File: src/rtl/shift_rows_pipe.sv
// Two-stage pipelined ShiftRows / InvShiftRows / bypass for a Rijndael state
// of NB columns, with valid/ready backpressure and a pass-through tag.
module shift_rows_pipe #(
  parameter int NB    = 4,
  parameter int TAG_W = 4
) (
  input  logic              clk,
  input  logic              reset,
  input  logic              in_valid,
  output logic              in_ready,
  input  logic [0:32*NB-1]  in_data,
  input  logic [1:0]        in_mode,
  input  logic [TAG_W-1:0]  in_tag,
  output logic              out_valid,
  input  logic              out_ready,
  output logic [0:32*NB-1]  out_data,
  output logic [TAG_W-1:0]  out_tag,
  output logic              mode_err,
  output logic              busy
);

  localparam int SW = 32*NB;
  localparam int RB = 8*NB;   // bits per row

  localparam logic [1:0] MODE_BYP = 2'b00;
  localparam logic [1:0] MODE_FWD = 2'b01;
  localparam logic [1:0] MODE_INV = 2'b10;
  localparam logic [1:0] MODE_RSV = 2'b11;

  // vldPipe[1] = S1 holds a state, vldPipe[2] = S2 holds a state
  logic [2:1]       vldPipe;
  logic [0:SW-1]    s1Data, s2Data;
  logic [0:SW-1]    fwdData, invData, permData;
  logic [1:0]       s1Mode;
  logic [TAG_W-1:0] s1Tag, s2Tag;
  logic             modeErr;
  logic             accept, s2Load;

  // S1 can take a new state whenever something downstream of it frees up
  assign in_ready = !vldPipe[1] | !vldPipe[2] | out_ready;
  assign accept   = in_valid & in_ready;
  assign s2Load   = vldPipe[1] & (!vldPipe[2] | out_ready);

  // Static byte routing; NB=8 uses the wider offsets 0,1,3,4
  for (genvar r = 0; r < 4; r++) begin : gRow
    localparam int OFS = (NB == 8 && r >= 2) ? r + 1 : r;
    for (genvar c = 0; c < NB; c++) begin : gCol
      localparam int FSRC = (c + OFS) % NB;
      localparam int ISRC = (c + NB - OFS) % NB;
      assign fwdData[r*RB + 8*c +: 8] = s1Data[r*RB + 8*FSRC +: 8];
      assign invData[r*RB + 8*c +: 8] = s1Data[r*RB + 8*ISRC +: 8];
    end
  end

  // Select permutation by the mode captured with the state; reserved bypasses
  always_comb begin
    permData = s1Data;
    case (s1Mode)
      MODE_FWD: permData = fwdData;
      MODE_INV: permData = invData;
      default:  permData = s1Data;
    endcase
  end

  // Stage occupancy: S1 refills on accept, S2 drains on out_ready
  always_ff @(posedge clk or posedge reset) begin
    if (reset) begin
      vldPipe <= '0;
    end else begin
      if (accept)      vldPipe[1] <= 1'b1;
      else if (s2Load) vldPipe[1] <= 1'b0;
      if (s2Load)         vldPipe[2] <= 1'b1;
      else if (out_ready) vldPipe[2] <= 1'b0;
    end
  end

  // S1 captures the raw transaction
  always_ff @(posedge clk or posedge reset) begin
    if (reset) begin
      s1Data <= '0;
      s1Mode <= MODE_BYP;
      s1Tag  <= '0;
    end else if (accept) begin
      s1Data <= in_data;
      s1Mode <= in_mode;
      s1Tag  <= in_tag;
    end
  end

  // S2 holds the permuted result; held while stalled or empty
  always_ff @(posedge clk or posedge reset) begin
    if (reset) begin
      s2Data <= '0;
      s2Tag  <= '0;
    end else if (s2Load) begin
      s2Data <= permData;
      s2Tag  <= s1Tag;
    end
  end

  // Sticky flag for an accepted reserved mode
  always_ff @(posedge clk or posedge reset) begin
    if (reset)                              modeErr <= 1'b0;
    else if (accept && in_mode == MODE_RSV) modeErr <= 1'b1;
  end

  assign out_valid = vldPipe[2];
  assign out_data  = s2Data;
  assign out_tag   = s2Tag;
  assign mode_err  = modeErr;
  assign busy      = |vldPipe;

endmodule

File: config.mk
export PLATFORM = sky130hd
export DESIGN_NAME = shift_rows_pipe
export DESIGN_NICKNAME = d
export VERILOG_FILES = /design/src/rtl/shift_rows_pipe.sv
export SDC_FILE = /design/constraint.sdc
export NUM_CORES = 1
export LEC_CHECK = 0
export BUFFER_PORTS_ARGS = -buffer_cell sky130_fd_sc_hd__buf_2
export CAP_MARGIN = 20
export CORE_MARGIN = 2
export CORE_UTILIZATION = 38
export DETAILED_ROUTE_END_ITERATION = 16
export SLEW_MARGIN = 25
export SYNTH_ARGS = -nofsm -noshare
export SYNTH_HDL_FRONTEND = slang
export SYNTH_SLANG_ARGS = --single-unit
File: constraint.sdc
create_clock -name clk -period 11.45 [get_ports clk]
set_input_delay 2.29 -clock clk [delete_from_list [all_inputs] [get_ports clk]]
set_output_delay 2.29 -clock clk [all_outputs]
set_load 0.005 [all_outputs]
==> impl.org <==
** Pwr
- Register share of total power :: 0.425
- Power spread over the standard cell area amounts to 223 mW/mm^2.
- In this run the static leakage power is 6.79 nW.
- Share of total power consumed by net switching :: 0.295
- Fraction of power consumed by combinational cells :: 0.270
- IR analysis of the VDD net gives a maximum drop of 131 uV.
- Clock power share :: 0.305
- Internal :: 0.00227 W
- Switching power :: 0.000949 W

** Finish
- 0 antenna diodes ended up in the layout.
- After routing the design area is 0.0144 sq mm.
- Relative to the synthesized area, the layout overhead comes to 21.9%.
- In the final layout, the share of cells above drive strength 1 is 0.479.
- The layout has 2804 filler cells.
- Number of nets at the end of the flow :: 1260

** Logic synthesis
- Post-synthesis cell type count :: 22
- Post-synthesis cell type with the largest combined area :: sky130_fd_sc_hd__dfrtp_1
- Synthesis inferred between 200 and 300 register bits.
- Yosys printed 0 warnings.
- Yosys top cell area share :: 0.568
- After synthesis, the cell types taking the most area are sky130_fd_sc_hd__dfrtp_1 (57%), sky130_fd_sc_hd__mux2_2 (12%), sky130_fd_sc_hd__mux2_4 (10%), sky130_fd_sc_hd__a21oi_1 (5.4%), sky130_fd_sc_hd__a221oi_1 (4.7%).
- Synthesized netlist cell count :: between 800 and 900
- The cell area that synthesis handed to floorplanning was 0.0119 sq mm.
- Mean instance size in the synthesized netlist :: between 10 and 15 sq um
- Synth Net Count :: roughly 1k
- For this run, the register share of the synthesized area comes to 0.568.

** Min path
- Hold/Removal Path Class :: flop to flop

** Setup path
- At the worst endpoint, the required time is about 9.2 ns.
- Kind of end point of the critical path :: output pin
- Worst-path maximum fanout :: 4
- Top cell by count, worst path :: sky130_fd_sc_hd__buf_2
- The kind of cell with the highest combined delay along the critical path is buffers and inverters.
- Highest-delay cell along the critical path :: sky130_fd_sc_hd__nand3b_2
- Counting both buffers and inverters, the worst setup path holds a total of 2.
- Startpoint type of the worst setup path :: input pin
- In this design, the stage delay of the slowest critical-path cell is 0.30 ns.
- The worst setup path is of the input pin to output pin kind.
- Ordered list of cells on the worst path :: buf_2 > nand3b_2 > buf_2
- For the worst setup path, the data arrival time is roughly 2.9 ns.

** Timing
- Share of the cycle needed by the critical path after routing :: 0.453
- Setup repair after global routing missed its margin :: no
- For the final database, setup skew stands at 0.0121 ns.
- At the pin with the least slew margin, the transition time is between 1 and 1.5 ns.
- Post-layout min period :: 5.19 ns
- The worst path meets setup with 6.26 ns of slack.
- Final Hold Viols :: 0
- Setup violations remaining at the end of the flow were counted as 0.
- In this run the tightest slew margin relative to its limit is 0.316.
- The final number of max-transition violations was 0.
- Final TNS setup :: 0 ns
- Derived from the worst setup path, the maximum achievable clock frequency is 0.193 GHz.
- Hold timing on the final database bottoms out at a slack of 0.480 ns.

** Clock tree
- Hold repair after CTS inserted 0 buffers.
- CTS tree :: yes
- Counting the buffers created by CTS gives 31.
- Post-CTS Setup Bufs :: 0
- In this run the deepest clock path goes through 3 buffers.
- Clock-pin slew was measured on the worst setup and hold paths at 0.06 ns.
- Number of H-tree levels :: 1
- Count of instances resized after the clock tree is built :: 0
- Master cell of the clock root buffer :: sky130_fd_sc_hd__clkbuf_16
- At the later pin of the worst-skew pair, clock insertion delay measures 0.56 ns.
- The clock net in this run drives a total of around 270 sinks.

** GRT
- Number of antenna violations at the first check in global routing :: 4
- Pin count of the biggest net entering global routing :: between 100 and 150
- Wire length of the first global-routing pass :: between 40000 and 50000 um
- GRT Total Usage :: 0.175
- Summed over all layers, the global routing overflow is 0.
- Via count of the first global-routing pass :: 7927

** Placed design
- I/O Buffers :: 273
- Area of placed instances :: 0.0134 sq mm
- Hpwl dp :: 18700 um
- At the end of routability-driven placement, the weighted congestion stood at around 0.75.
- Prior to clock tree synthesis, the placed netlist has a worst setup slack of 6.24 ns.

** Drt
- For this block, wires on met1 add up to around 13000 um.
- Count of routing violations after the opening detailed-route iteration :: 442
- Post-DR vias/cell :: between 5 and 6
- The first detailed-routing pass took 5 iterations.
- Total via count after detailed routing :: about 8k
- The routed design has 29000 um of wire.
- Once detail routing completed, the nets flagged for antenna violations numbered 0.
- Routed signal wires occupy layers up through met5.
- Summed over all nets, wire length on met3 after detailed routing comes to 1840 um.
- DR WL/cell :: 18.8 um
- After detailed routing, the met2 layer carries between 10000 and 15000 um of wire.
- Drc violations :: 0

** Status
- Run status :: complete, no violations

** Floorplanning
- Die Y-Extent :: 181 um
- The initial utilization of the core area, before any placement, comes to 0.386.
- Total I/O pin count :: 274
- The die covers 0.0326 sq mm.
- Horizontal die dimension :: 181 um
- Core area :: 0.0307 sq mm
- Row generation in the floorplan step produced 64 rows.

** Job
- Count of maximum capacitance violations :: 0
synth_stat cells (all sizes together):
cell and instances:
nand2b 3, ha 2, buf 39, dfrtp 269, and2 1, a221oi 64
nand3b 1, a41o 1, nand2 2, clkbuf 32, mux2 234, inv 67
a22oi 32, or2 1, o21ba 1, a21oi 128
routing by layer:
metal	vias up	global-route usage
li1	3685	-
met5	-	0
met3	49	0.0416
met2	241	0.271
met1	4030	0.251
met4	6	0.0371
registers in the layout, indices dropped and copies added (netlist names):
signal    flops
vldPipe       2
mode_err      1
s1Tag         4
s1Mode        2
out_tag       4
s1Data      128
out_data    128
stage by stage:
stage	utilization	power (W)	instances
2_1_floorplan	-	0.00191	877
3_3_place_gp	0.438	0.00224	1483
3_5_place_dp	0.438	0.00226	1483
4_1_cts	0.471	0.00326	1541
5_1_grt	0.471	0.00341	1541
6_report	0.471	0.00322	1541
kinds of logic after synthesis:
kind of cell | synth area share
fa+ha+maj | 0.00211
simple gates | 0.00443
buf+inv | 0.0545
mux | 0.248
flops | 0.568
compound gates | 0.123
cell type report:
type,instances,area (sq um),area share
multi-input combinational,470,4510,0.312
timing repair buffer,281,1430,0.0988
sequential,269,6730,0.466
tap,396,495,0.0343
clock inverter,12,126,0.00875
inverter,67,264,0.0183
clock buffer,46,892,0.0618
path summary, 6_finish.rpt:
path | startpoint | to | slack [ns] | cells after the start
worst max-delay path | out_ready | in_ready | 6.26 | 3
worst min-delay path | out_data[16] | out_data[16] | 0.48 | 1
worst max register to register | vldPipe[2] | out_data[46] | 8.22 | 5
worst min register to register | out_data[16] | out_data[16] | 0.48 | 1
max in group asynchronous | reset | out_data[34] | 8.14 | 3
min in group asynchronous | reset | s1Data[20] | 1.86 | 2
cell usage in the layout (no fill, tap or decap), drive strengths merged:
master / n
nand2: 2
or2: 1
mux2: 234
and2: 1
bufinv: 2
clkbuf: 46
a22oi: 32
ha: 2
nand2b: 3
a21oi: 128
clkinvlp: 1
dfrtp: 269
inv: 69
clkinv: 7
a41o: 1
buf: 281
a221oi: 64
nand3b: 1
o21ba: 1
power groups by stage:
| stage | clock (W) | combinational [W] | sequential [W] |
|---|---|---|---|
| 2_1_floorplan | 0 | 0.000551 | 0.00136 |
| 3_3_place_gp | 0 | 0.000862 | 0.00138 |
| 3_5_place_dp | 0 | 0.000881 | 0.00138 |
| 4_1_cts | 0.00100 | 0.000885 | 0.00137 |
| 5_1_grt | 0.00105 | 0.000960 | 0.00140 |
| 6_report | 0.000980 | 0.000869 | 0.00137 |
Power figures use the tool's default switching activity.
